===== src/rtl/mix_columns_seq.sv =====
// -----------------------------------------------------------------------------
// mix_columns_seq
//
// Sequential AES MixColumns (forward/encryption direction). A 128-bit state
// is accepted in IDLE and copied into a working register. The block then
// spends four cycles in BUSY, replacing one 32-bit column per cycle with its
// mixed value, and presents the result in DONE until it is accepted.
// A block flagged as the final AES round (last_round, when PASS_LAST is set)
// still takes the same four BUSY cycles, but its columns are left unchanged.
//
// State layout: column c is in_state[127-32c -: 32], and byte 0 of a column
// is in its MSBs.
//
// Parameters
//   PASS_LAST   1: last_round selects bypass. 0: last_round is ignored.
//
// Ports
//   clk         clock; every state change happens on its rising edge
//   rst_n       asynchronous active-low reset
//   clear       synchronous abort to IDLE (working register is kept)
//   in_valid    input block valid
//   in_ready    high in IDLE only
//   in_state    128-bit input state
//   last_round  sampled together with in_state; requests bypass
//   out_valid   high in DONE only
//   out_ready   downstream accepts the result
//   out_state   working register; meaningful only while out_valid is high
// -----------------------------------------------------------------------------
//  state | meaning
//  IDLE  | waiting for in_valid; in_ready high
//  BUSY  | processing column col (0..3), one column per cycle
//  DONE  | result held on out_state with out_valid high until out_ready
// -----------------------------------------------------------------------------
module mix_columns_seq #(
  parameter bit PASS_LAST = 1'b1
) (
  input  logic         clk,
  input  logic         rst_n,
  input  logic         clear,
  input  logic         in_valid,
  output logic         in_ready,
  input  logic [127:0] in_state,
  input  logic         last_round,
  output logic         out_valid,
  input  logic         out_ready,
  output logic [127:0] out_state
);

  localparam logic [1:0] IDLE = 2'd0;
  localparam logic [1:0] BUSY = 2'd1;
  localparam logic [1:0] DONE = 2'd2;

  logic [1:0]   state_q, state_d;
  logic [1:0]   col_q,   col_d;
  logic [127:0] work_q,  work_d;
  logic         bypass_q, bypass_d;

  logic [31:0]  col_cur;
  logic [31:0]  col_mix;

  // GF(2^8) multiply by 2, reduced by the AES polynomial x^8+x^4+x^3+x+1.
  function automatic logic [7:0] xtime(input logic [7:0] x);
    xtime = {x[6:0], 1'b0} ^ (x[7] ? 8'h1b : 8'h00);
  endfunction

  function automatic logic [7:0] mul3(input logic [7:0] x);
    mul3 = xtime(x) ^ x;
  endfunction

  function automatic logic [31:0] mix_column(input logic [31:0] s);
    logic [7:0] s0, s1, s2, s3;
    logic [7:0] r0, r1, r2, r3;
    s0 = s[31:24];
    s1 = s[23:16];
    s2 = s[15:8];
    s3 = s[7:0];
    r0 = xtime(s0) ^ mul3(s1)  ^ s2        ^ s3;
    r1 = s0        ^ xtime(s1) ^ mul3(s2)  ^ s3;
    r2 = s0        ^ s1        ^ xtime(s2) ^ mul3(s3);
    r3 = mul3(s0)  ^ s1        ^ s2        ^ xtime(s3);
    mix_column = {r0, r1, r2, r3};
  endfunction

  // Column currently addressed by col; column 0 lives in the MSBs.
  always_comb begin
    col_cur = work_q[127:96];
    case (col_q)
      2'd0:    col_cur = work_q[127:96];
      2'd1:    col_cur = work_q[95:64];
      2'd2:    col_cur = work_q[63:32];
      default: col_cur = work_q[31:0];
    endcase
  end

  assign col_mix = mix_column(col_cur);

  always_comb begin
    state_d  = state_q;
    col_d    = col_q;
    work_d   = work_q;
    bypass_d = bypass_q;

    if (clear) begin
      // Abort wins over every transfer; work_q is deliberately kept.
      state_d = IDLE;
      col_d   = 2'd0;
    end else begin
      case (state_q)
        IDLE: begin
          if (in_valid) begin
            work_d   = in_state;
            bypass_d = last_round & PASS_LAST;
            col_d    = 2'd0;
            state_d  = BUSY;
          end
        end

        BUSY: begin
          // Bypass blocks still walk all four columns so that mix and
          // bypass blocks share the same latency.
          if (!bypass_q) begin
            case (col_q)
              2'd0:    work_d[127:96] = col_mix;
              2'd1:    work_d[95:64]  = col_mix;
              2'd2:    work_d[63:32]  = col_mix;
              default: work_d[31:0]   = col_mix;
            endcase
          end
          col_d = col_q + 2'd1;
          if (col_q == 2'd3) begin
            state_d = DONE;
          end
        end

        DONE: begin
          if (out_ready) begin
            state_d = IDLE;
          end
        end

        default: begin
          state_d = IDLE;
          col_d   = 2'd0;
        end
      endcase
    end
  end

  always_ff @(posedge clk or negedge rst_n) begin
    if (!rst_n) begin
      state_q  <= IDLE;
      col_q    <= 2'd0;
      work_q   <= 128'h0;
      bypass_q <= 1'b0;
    end else begin
      state_q  <= state_d;
      col_q    <= col_d;
      work_q   <= work_d;
      bypass_q <= bypass_d;
    end
  end

  assign in_ready  = (state_q == IDLE);
  assign out_valid = (state_q == DONE);
  assign out_state = work_q;

endmodule


===== config.mk =====
export PLATFORM = sky130hd
export DESIGN_NAME = mix_columns_seq
export DESIGN_NICKNAME = d
export VERILOG_FILES = /design/src/rtl/mix_columns_seq.sv
export SDC_FILE = /design/constraint.sdc
export NUM_CORES = 1
export LEC_CHECK = 0
export CAP_MARGIN = 20
export CORE_UTILIZATION = 48
export CTS_CLUSTER_DIAMETER = 120
export CTS_CLUSTER_SIZE = 14
export DETAILED_ROUTE_END_ITERATION = 10
export GPL_TIMING_DRIVEN = 0
export PLACE_DENSITY = 0.8
export SLEW_MARGIN = 20
export SYNTH_ARGS = -nofsm -noshare
export SYNTH_HDL_FRONTEND = slang
export SYNTH_SLANG_ARGS = --single-unit
export TNS_END_PERCENT = 5

===== constraint.sdc =====
create_clock -name clk -period 4.86 [get_ports clk]
set_input_delay 0.486 -clock clk [delete_from_list [all_inputs] [get_ports clk]]
set_output_delay 0.486 -clock clk [all_outputs]
set_load 0.03 [all_outputs]

==> results of run 1 <==
==> routing by layer <==
metal / global-route usage, % / share of wire (%)
met5: 0 / 0
met4: 24.9 / 5.7
met3: 11.9 / 13
met2: 64.5 / 44
met1: 54.5 / 37
==> final timing paths <==
kind,end,start,slack [ns]
setup / recovery,out_state[61]$_DFFE_PN0P_,col_q[0]$_DFFE_PN0P_,0.88
hold / removal,out_state[81]$_DFFE_PN0P_,out_state[81]$_DFFE_PN0P_,0.52
hold reg to reg,out_state[81]$_DFFE_PN0P_,out_state[81]$_DFFE_PN0P_,0.52
min in group asynchronous,state_q[1]$_DFFE_PN0P_,rst_n,0.55
max in group asynchronous,out_state[15]$_DFFE_PN0P_,rst_n,3.55
setup reg to reg,out_state[61]$_DFFE_PN0P_,col_q[0]$_DFFE_PN0P_,0.88
==> flip-flops by register name (all words and copies together) (netlist names) <==
name	cells
bypass_q	1
state_q	2
out_state	128
col_q	2
==> cells in the final DEF (no fill, tap or decap), types with 5 or more instances in the layout <==
master,instances
sky130_fd_sc_hd__a21oi_1,137
sky130_fd_sc_hd__mux2i_1,16
sky130_fd_sc_hd__o21ai_0,19
sky130_fd_sc_hd__nand2_1,40
sky130_fd_sc_hd__clkbuf_1,71
sky130_fd_sc_hd__dfrtp_1,133
sky130_fd_sc_hd__and3_1,15
sky130_fd_sc_hd__clkinv_4,5
sky130_fd_sc_hd__nor2_1,137
sky130_fd_sc_hd__o21ai_1,15
sky130_fd_sc_hd__inv_1,5
sky130_fd_sc_hd__buf_2,11
sky130_fd_sc_hd__clkdlybuf4s50_1,262
sky130_fd_sc_hd__o22ai_1,108
sky130_fd_sc_hd__o211ai_1,7
sky130_fd_sc_hd__xnor2_1,107
sky130_fd_sc_hd__a222oi_1,32
sky130_fd_sc_hd__nand3_1,17
sky130_fd_sc_hd__xor2_1,69
sky130_fd_sc_hd__clkbuf_16,17
==> cells by family after synthesis <==
family / Yosys count / share of synthesized area (%)
adder cells (fa/ha/maj): 4 / 0.586
AND/OR/NAND/NOR: 233 / 11.8
buffers and inverters: 93 / 4.48
XOR/XNOR: 177 / 18.3
AO/OA/AOI/OAI: 332 / 23.7
flip-flops: 133 / 38.9
multiplexers: 19 / 2.27
==> area by class of cell <==
type / count / area share [%]
inverters: 6 / 0.186
well taps: 225 / 2.32
plain buffers: 87 / 2.97
clock buffers: 18 / 3.62
multi-input cells: 765 / 39.9
clock inverters: 13 / 1.42
repair buffers: 267 / 22.1
flip-flops and latches: 133 / 27.4
diodes: 1 / 0.0206
==> critical path, stage by stage, from the launching register on <==
cell and delay [ns]:
sky130_fd_sc_hd__dfrtp_1 0.42, sky130_fd_sc_hd__inv_1 0.08, sky130_fd_sc_hd__ha_1 0.20, sky130_fd_sc_hd__clkbuf_1 0.18, sky130_fd_sc_hd__clkbuf_1 0.43, sky130_fd_sc_hd__a222oi_1 1.03, sky130_fd_sc_hd__xnor2_1 0.39, sky130_fd_sc_hd__xor2_1 0.23
sky130_fd_sc_hd__o21ai_0 0.30, sky130_fd_sc_hd__xor2_1 0.40, sky130_fd_sc_hd__o22ai_1 0.17
==> metrics by stage <==
step	instances	area [sq um]	power, mW	hold WS (ns)
3_3_place_gp	1479	11500	7.10	0.501
4_1_cts	1513	12100	8.55	0.522
2_1_floorplan	991	8550	5.18	0.190
6_report	1515	12100	8.74	0.521
5_1_grt	1514	12100	9.04	0.553
3_5_place_dp	1481	11500	7.16	0.432
==> report_power, final <==
part	switching, mW	internal [mW]
clock	0.554	0.825
sequential	0.426	1.47
combinational	3.45	2.02
==> reports/results.md, run 1 <==
* 1129 — net count of the mapped netlist
* 38.9% — post-synth top area share
* 0 — Max Cap Violations
* 40 — Unique masters post-synth
* 5.15 ns — Crit path required time
* 0 — Yosys warning total
* done — TritonCTS clock tree
* 38.4 mm — total detailed-routing wirelength
* reg2reg — type of the worst setup path
* 82.0% — share of the cycle needed by the critical path after routing
* 8.62 sq um — mean instance size in the synthesized netlist
* 0.00333 sq mm — area of all sequential standard cells
* 9423 — vias in the first global route
* 2 — number of cells on the worst hold path
* 69.9% — post-layout util
* 0.00484 sq mm — area used by multi-input combinational logic
* 251 MHz — achievable clock frequency
* 2 — worst-case clock buffer depth
* 0.395 mV — worst ir drop on vdd
* 1.22 ns — worst-margin pin slew
* 1 — number of hold-repair buffers added at the cts stage
* sky130_fd_sc_hd__dfrtp_1 39%, sky130_fd_sc_hd__xnor2_1 11%, sky130_fd_sc_hd__a21oi_1 8.0% — top cells by area, synth
* 28.3 mm — HPWL after detailed placement
* 0 ns — sum of negative setup slack
* 0 — number of failing hold endpoints at the final stage
* 0 — final-report setup violation count
* 6.48 — ratio of routed vias to standard cells
* 263 — Port Buffers
* 78 — pin count of the biggest net entering global routing
* 133 — number of synthesized register bits
* 4.81 nW — Pleak
* 137 x sky130_fd_sc_hd__a21oi_1, 137 x sky130_fd_sc_hd__nor2_1, 133 x sky130_fd_sc_hd__dfrtp_1 — commonest cells in the netlist
* 38.9% — sequential element share of the synthesized area
* 1415 — Final nets
* 100% — async set-reset flop share out of synthesis
* 0 — number of DRC violations after detailed routing
* 0 — antenna-violating nets left
* 1403 — Filler Cell Count
* 1458 — starting DRC count in detailed routing
* 56.6 mm — global-route wire length before repair
* 0.0174 sq mm — placeable core area
* 8 — number of detailed-routing iterations run before antenna repair
* flip-flop — type of element capturing the critical path
* 1.12 ns — post-place setup slack
* 1.00 — last weighted congestion value of the routability-driven placer
* finished, final reports clean — result of the run
* flip-flop — Critical Path Source Type
* 0.45 ns — worst-skew pair later-pin latency
* 0.0183 sq mm — area of the die
* 3.98 ns — Period minus WS final
* 0.0109 ns — clock tree skew after final layout
* 9819 — vias after detailed routing
* 17 — number of clock buffers inserted by TritonCTS
* 0 — Slew Viols, Final
* 264 — I/O Pins
* 991 — gate count of the mapped netlist
* 0 — initial antenna violation count
* 49.2% — initial core utilization
* sky130_fd_sc_hd__dfrtp_1 — most area-hungry cell type in the Yosys netlist
* reg2reg — type of the worst min-delay path
* 0 — number of setup buffers added after CTS
* 41.9% — area overhead of the layout relative to synthesis
* 0.06 ns — clock transition at the register clock pins on the worst setup and hold paths after CTS
* 25.4 um — Routed wire per std cell
* 133 — number of clock sinks
* 135 um — Vert. Die Dim
* no — setup repair after global routing missed its margin
* 0 — count of flip-flops with a built-in enable after synthesis
* 48 — FP Rows
* 0 — total of cells resized after clock tree synthesis
* 10 — critical path peak fanout
* 4.28 ns — Worst EP arrival
* 18.9% — worst slew margin relative to its limit
* 4 — H-tree Lvls
* 10 — number of cells traversed by the worst register-to-register path
* 4.19% — share of cells above drive strength 1
* sky130_fd_sc_hd__clkbuf_16 — root buffer cell
* sky130_fd_sc_hd__dfrtp_1 — main flop type after synthesis
* 135 um — width of the chip
* 0 — overflow left after global routing
* 42.6% — global-route total usage across every layer
* 0.00855 sq mm — Syn Std Cell Area
* 0.875 ns — min setup slack post-route
* 720 mW/mm^2 — total power density per cell area
Note: power is estimated with default switching activity, not from simulation.
==> run 2, diff against run 1 <==
- CORE_UTILIZATION: 48 -> 43
- PLACE_DENSITY: 0.8 -> 0.76
- clock period: 4.86 -> 3.6 ns (I/O delays scaled with it)
==> run 2 against run 1 <==
The flow now finishes with violations (negative setup slack); register-to-register slack got worse by 1.1 ns; final area increased by 2.3%; critical path depth unchanged; via count increased by 0.33%; clock-buffer cell count increased by 3; non-clock buffer count increased by 16; final cell count increased by 3.6%; routed wire length increased by 2.5%; maximum frequency increased by 5.2%; power increased by 45%; critical path type unchanged; largest cell class unchanged; largest power group unchanged.
==> reports/results.md, run 2 (synthesis gave the netlist of run 1 again) <==
* finished, violations left — result of the run, was finished, final reports clean
* negative setup slack — failing checks
* 1555 — starting DRC count in detailed routing, was 1458
* 39.4 mm — total detailed-routing wirelength, was 38.4 mm
* 6.59% — share of cells above drive strength 1, was 4.19%
* 38.3% — global-route total usage across every layer, was 42.6%
* 9851 — vias after detailed routing, was 9819
* 0 — overflow left after global routing, unchanged
* done — TritonCTS clock tree, unchanged
* 0.0204 sq mm — area of the die, was 0.0183 sq mm
* 6.27 — ratio of routed vias to standard cells, was 6.48
* out_state[4]$_DFFE_PN0P_ — worst reg2reg endpoint, was out_state[61]$_DFFE_PN0P_
* -0.188 ns — min setup slack post-route, was 0.875 ns
* in2async — type of the worst min-delay path, was reg2reg
* 45.1% — area overhead of the layout relative to synthesis, was 41.9%
* 52.2% — switching share of power, was 50.7%
* 6.63 mW — power spent charging and discharging nets, was 4.43 mW
* 143 um — Vert. Die Dim, was 135 um
* 0.0115 sq mm — post-placement cell area, about the same
* reg2reg — type of the worst setup path, unchanged
* 3 — number of buffer and inverter instances along the worst setup path, unchanged
* 262 x sky130_fd_sc_hd__clkdlybuf4s50_1, 137 x sky130_fd_sc_hd__nor2_1, 136 x sky130_fd_sc_hd__a21oi_1 — highest-count cells in the layout ignoring fill and taps, was 262 x sky130_fd_sc_hd__clkdlybuf4s50_1, 137 x sky130_fd_sc_hd__nor2_1, 137 x sky130_fd_sc_hd__a21oi_1
* 0.0100 ns — clock tree skew after final layout, was 0.0109 ns
* 0.0124 sq mm — final instance area, was 0.0121 sq mm
* 0 — Max Cap Violations, unchanged
* 263 — Port Buffers, unchanged
* 0 — Antenna Cells, was 1
* 0.431 ns — smallest hold slack, was 0.521 ns
* 4.94 nW — Pleak, was 4.81 nW
* 1431 — Final nets, was 1415
* yes — setup repair after global routing missed its margin, was no
* 1020 mW/mm^2 — total power density per cell area, was 720 mW/mm^2
* 105% — share of the cycle needed by the critical path after routing, was 82.0%
* 128 — number of flip-flops in the largest register, unchanged
* 25.1 um — Routed wire per std cell, was 25.4 um
* compound AO/OA/AOI/OAI gates — crit-path leading delay family, unchanged
* 0 — number of failing hold endpoints at the final stage, unchanged
* sky130_fd_sc_hd__clkbuf_16 — root buffer cell, unchanged
* 63.7% — post-layout util, was 69.9%
* 81 — pin count of the biggest net entering global routing, was 78
* 11 — final-report setup violation count, was 0
* 6.07 mW — Int Power, was 4.31 mW
* 0 — Slew Viols, Final, unchanged
* 133 — number of clock sinks, unchanged
* 3.89 ns — Crit path required time, was 5.15 ns
* 0 — antenna-violating nets left, unchanged
* 0.44 ns — worst-skew pair later-pin latency, was 0.45 ns
* 26.1% — worst slew margin relative to its limit, was 18.9%
* 0.0195 sq mm — placeable core area, was 0.0174 sq mm
* 20.5% — Reg power frac, was 21.7%
* 0.84 ns — biggest cell delay along the critical path, was 1.03 ns
* inv_1 -> ha_1 -> clkbuf_1 -> clkbuf_1 -> a222oi_1 -> xnor2_1 -> o21ai_1 -> xor2_1 -> xor2_1 -> o22ai_1 — CP cell instances, was inv_1 -> ha_1 -> clkbuf_1 -> clkbuf_1 -> a222oi_1 -> xnor2_1 -> xor2_1 -> o21ai_0 -> xor2_1 -> o22ai_1
* 0.979 — last weighted congestion value of the routability-driven placer, was 1.00
* 65.3% — power share of the combinational group, was 62.6%
* col_q[0]$_DFFE_PN0P_ — beginning of the worst register-to-register path, unchanged
* 14.2% — relative contribution of the clock network to total power, was 15.8%
* sky130_fd_sc_hd__a222oi_1 — cell type of the slowest stage on the worst timing path, unchanged
* 51 — FP Rows, was 48
* 17 — number of clock buffers inserted by TritonCTS, unchanged
* 29.4 mm — HPWL after detailed placement, was 28.3 mm
* 56.2 mm — global-route wire length before repair, was 56.6 mm
* 0.486 mV — worst ir drop on vdd, was 0.395 mV
* 264 MHz — achievable clock frequency, was 251 MHz
* 10 — number of cells traversed by the worst register-to-register path, unchanged
* flip-flop — Critical Path Source Type, unchanged
* met2 — global routing's busiest layer, unchanged
* 4 — H-tree Lvls, unchanged
* 13.2% — met3 usage, was 11.9%
* 0 — number of DRC violations after detailed routing, unchanged
* flip-flop — type of element capturing the critical path, unchanged
* 10 — critical path peak fanout, unchanged
* -0.168 ns — post-place setup slack, was 1.12 ns
* 7 — number of detailed-routing iterations run before antenna repair, was 8
* 2 — worst-case clock buffer depth, unchanged
* 4.08 ns — Worst EP arrival, was 4.28 ns
* -0.19 ns — setup slack on the worst flop-to-flop path, was 0.88 ns
* 264 — I/O Pins, unchanged
* 0.06 ns — clock transition at the register clock pins on the worst setup and hold paths after CTS, about the same
* 43.9% — initial core utilization, was 49.2%
* 9152 — vias in the first global route, was 9423
* sky130_fd_sc_hd__clkdlybuf4s50_1 — leading cell type in the layout, fill and taps excluded, unchanged
* 57.6% — routing usage on met2, was 64.5%
* 49.1% — global-route met1 utilization, was 54.5%
* 1.11 ns — worst-margin pin slew, was 1.22 ns
* 143 um — width of the chip, was 135 um
* -1.14 ns — sum of negative setup slack, was 0 ns
* 3.79 ns — Period minus WS final, was 3.98 ns
* 0 — initial antenna violation count, unchanged
* 1628 — Filler Cell Count, was 1403
## run 2: worst max-delay path by stage
stage	from	to	slack [ns]	cells after the start
2_1_floorplan	col_q[0]$_DFFE_PN0P_	out_state[113]$_DFFE_PN0P_	0.89	10
3_3_place_gp	rst_n	out_state[101]$_DFFE_PN0P_	-3.20	1
3_5_place_dp	col_q[0]$_DFFE_PN0P_	out_state[48]$_DFFE_PN0P_	-0.17	10
4_1_cts	col_q[0]$_DFFE_PN0P_	out_state[39]$_DFFE_PN0P_	0.03	10
5_1_grt	col_q[0]$_DFFE_PN0P_	out_state[44]$_DFFE_PN0P_	-0.27	10
6_report	col_q[0]$_DFFE_PN0P_	out_state[4]$_DFFE_PN0P_	-0.19	10
## run 2: metal layers
metal | routed length (um) | vias up
li1 | - | 4157
met5 | 0 | -
met3 | 5800 | 137
met1 | 14400 | 4660
met2 | 17400 | 897
met4 | 1830 | 0
## run 2: timing repair
action,in CTS,in global routing
endpoints found under the hold margin,53,0
pin swaps,2,7
hold buffers,1,0
buffers inserted,4,14
endpoints found under the setup margin,16,100
resized for setup,2,17
## run 2: per-stage QoR
step	instances	power, mW
after floorplan	991	6.99
after global placement	1519	9.95
after detailed placement	1520	10.0
after CTS	1556	11.9
after global routing	1570	13.0
final	1570	12.7
## run 2: power by group through the flow
stage                     combinational, mW  sequential, mW  clock (mW)
final                                  8.29            2.60        1.80
after global routing                   8.51            2.63        1.85
after CTS                              7.54            2.56        1.78
after detailed placement               7.43            2.58           0
after global placement                 7.36            2.59           0
after floorplan                        3.64            3.35           0
## run 2: cell type report
type                    instances  area (sq um)  area share [%]
inverters                       6          22.5           0.182
plain buffers                  87           360            2.91
multi-input cells             765          4960            40.0
flip-flops and latches        133          3330            26.8
clock buffers                  21           470            3.79
repair buffers                283          2810            22.7
well taps                     265           332            2.67
clock inverters                10           121           0.979
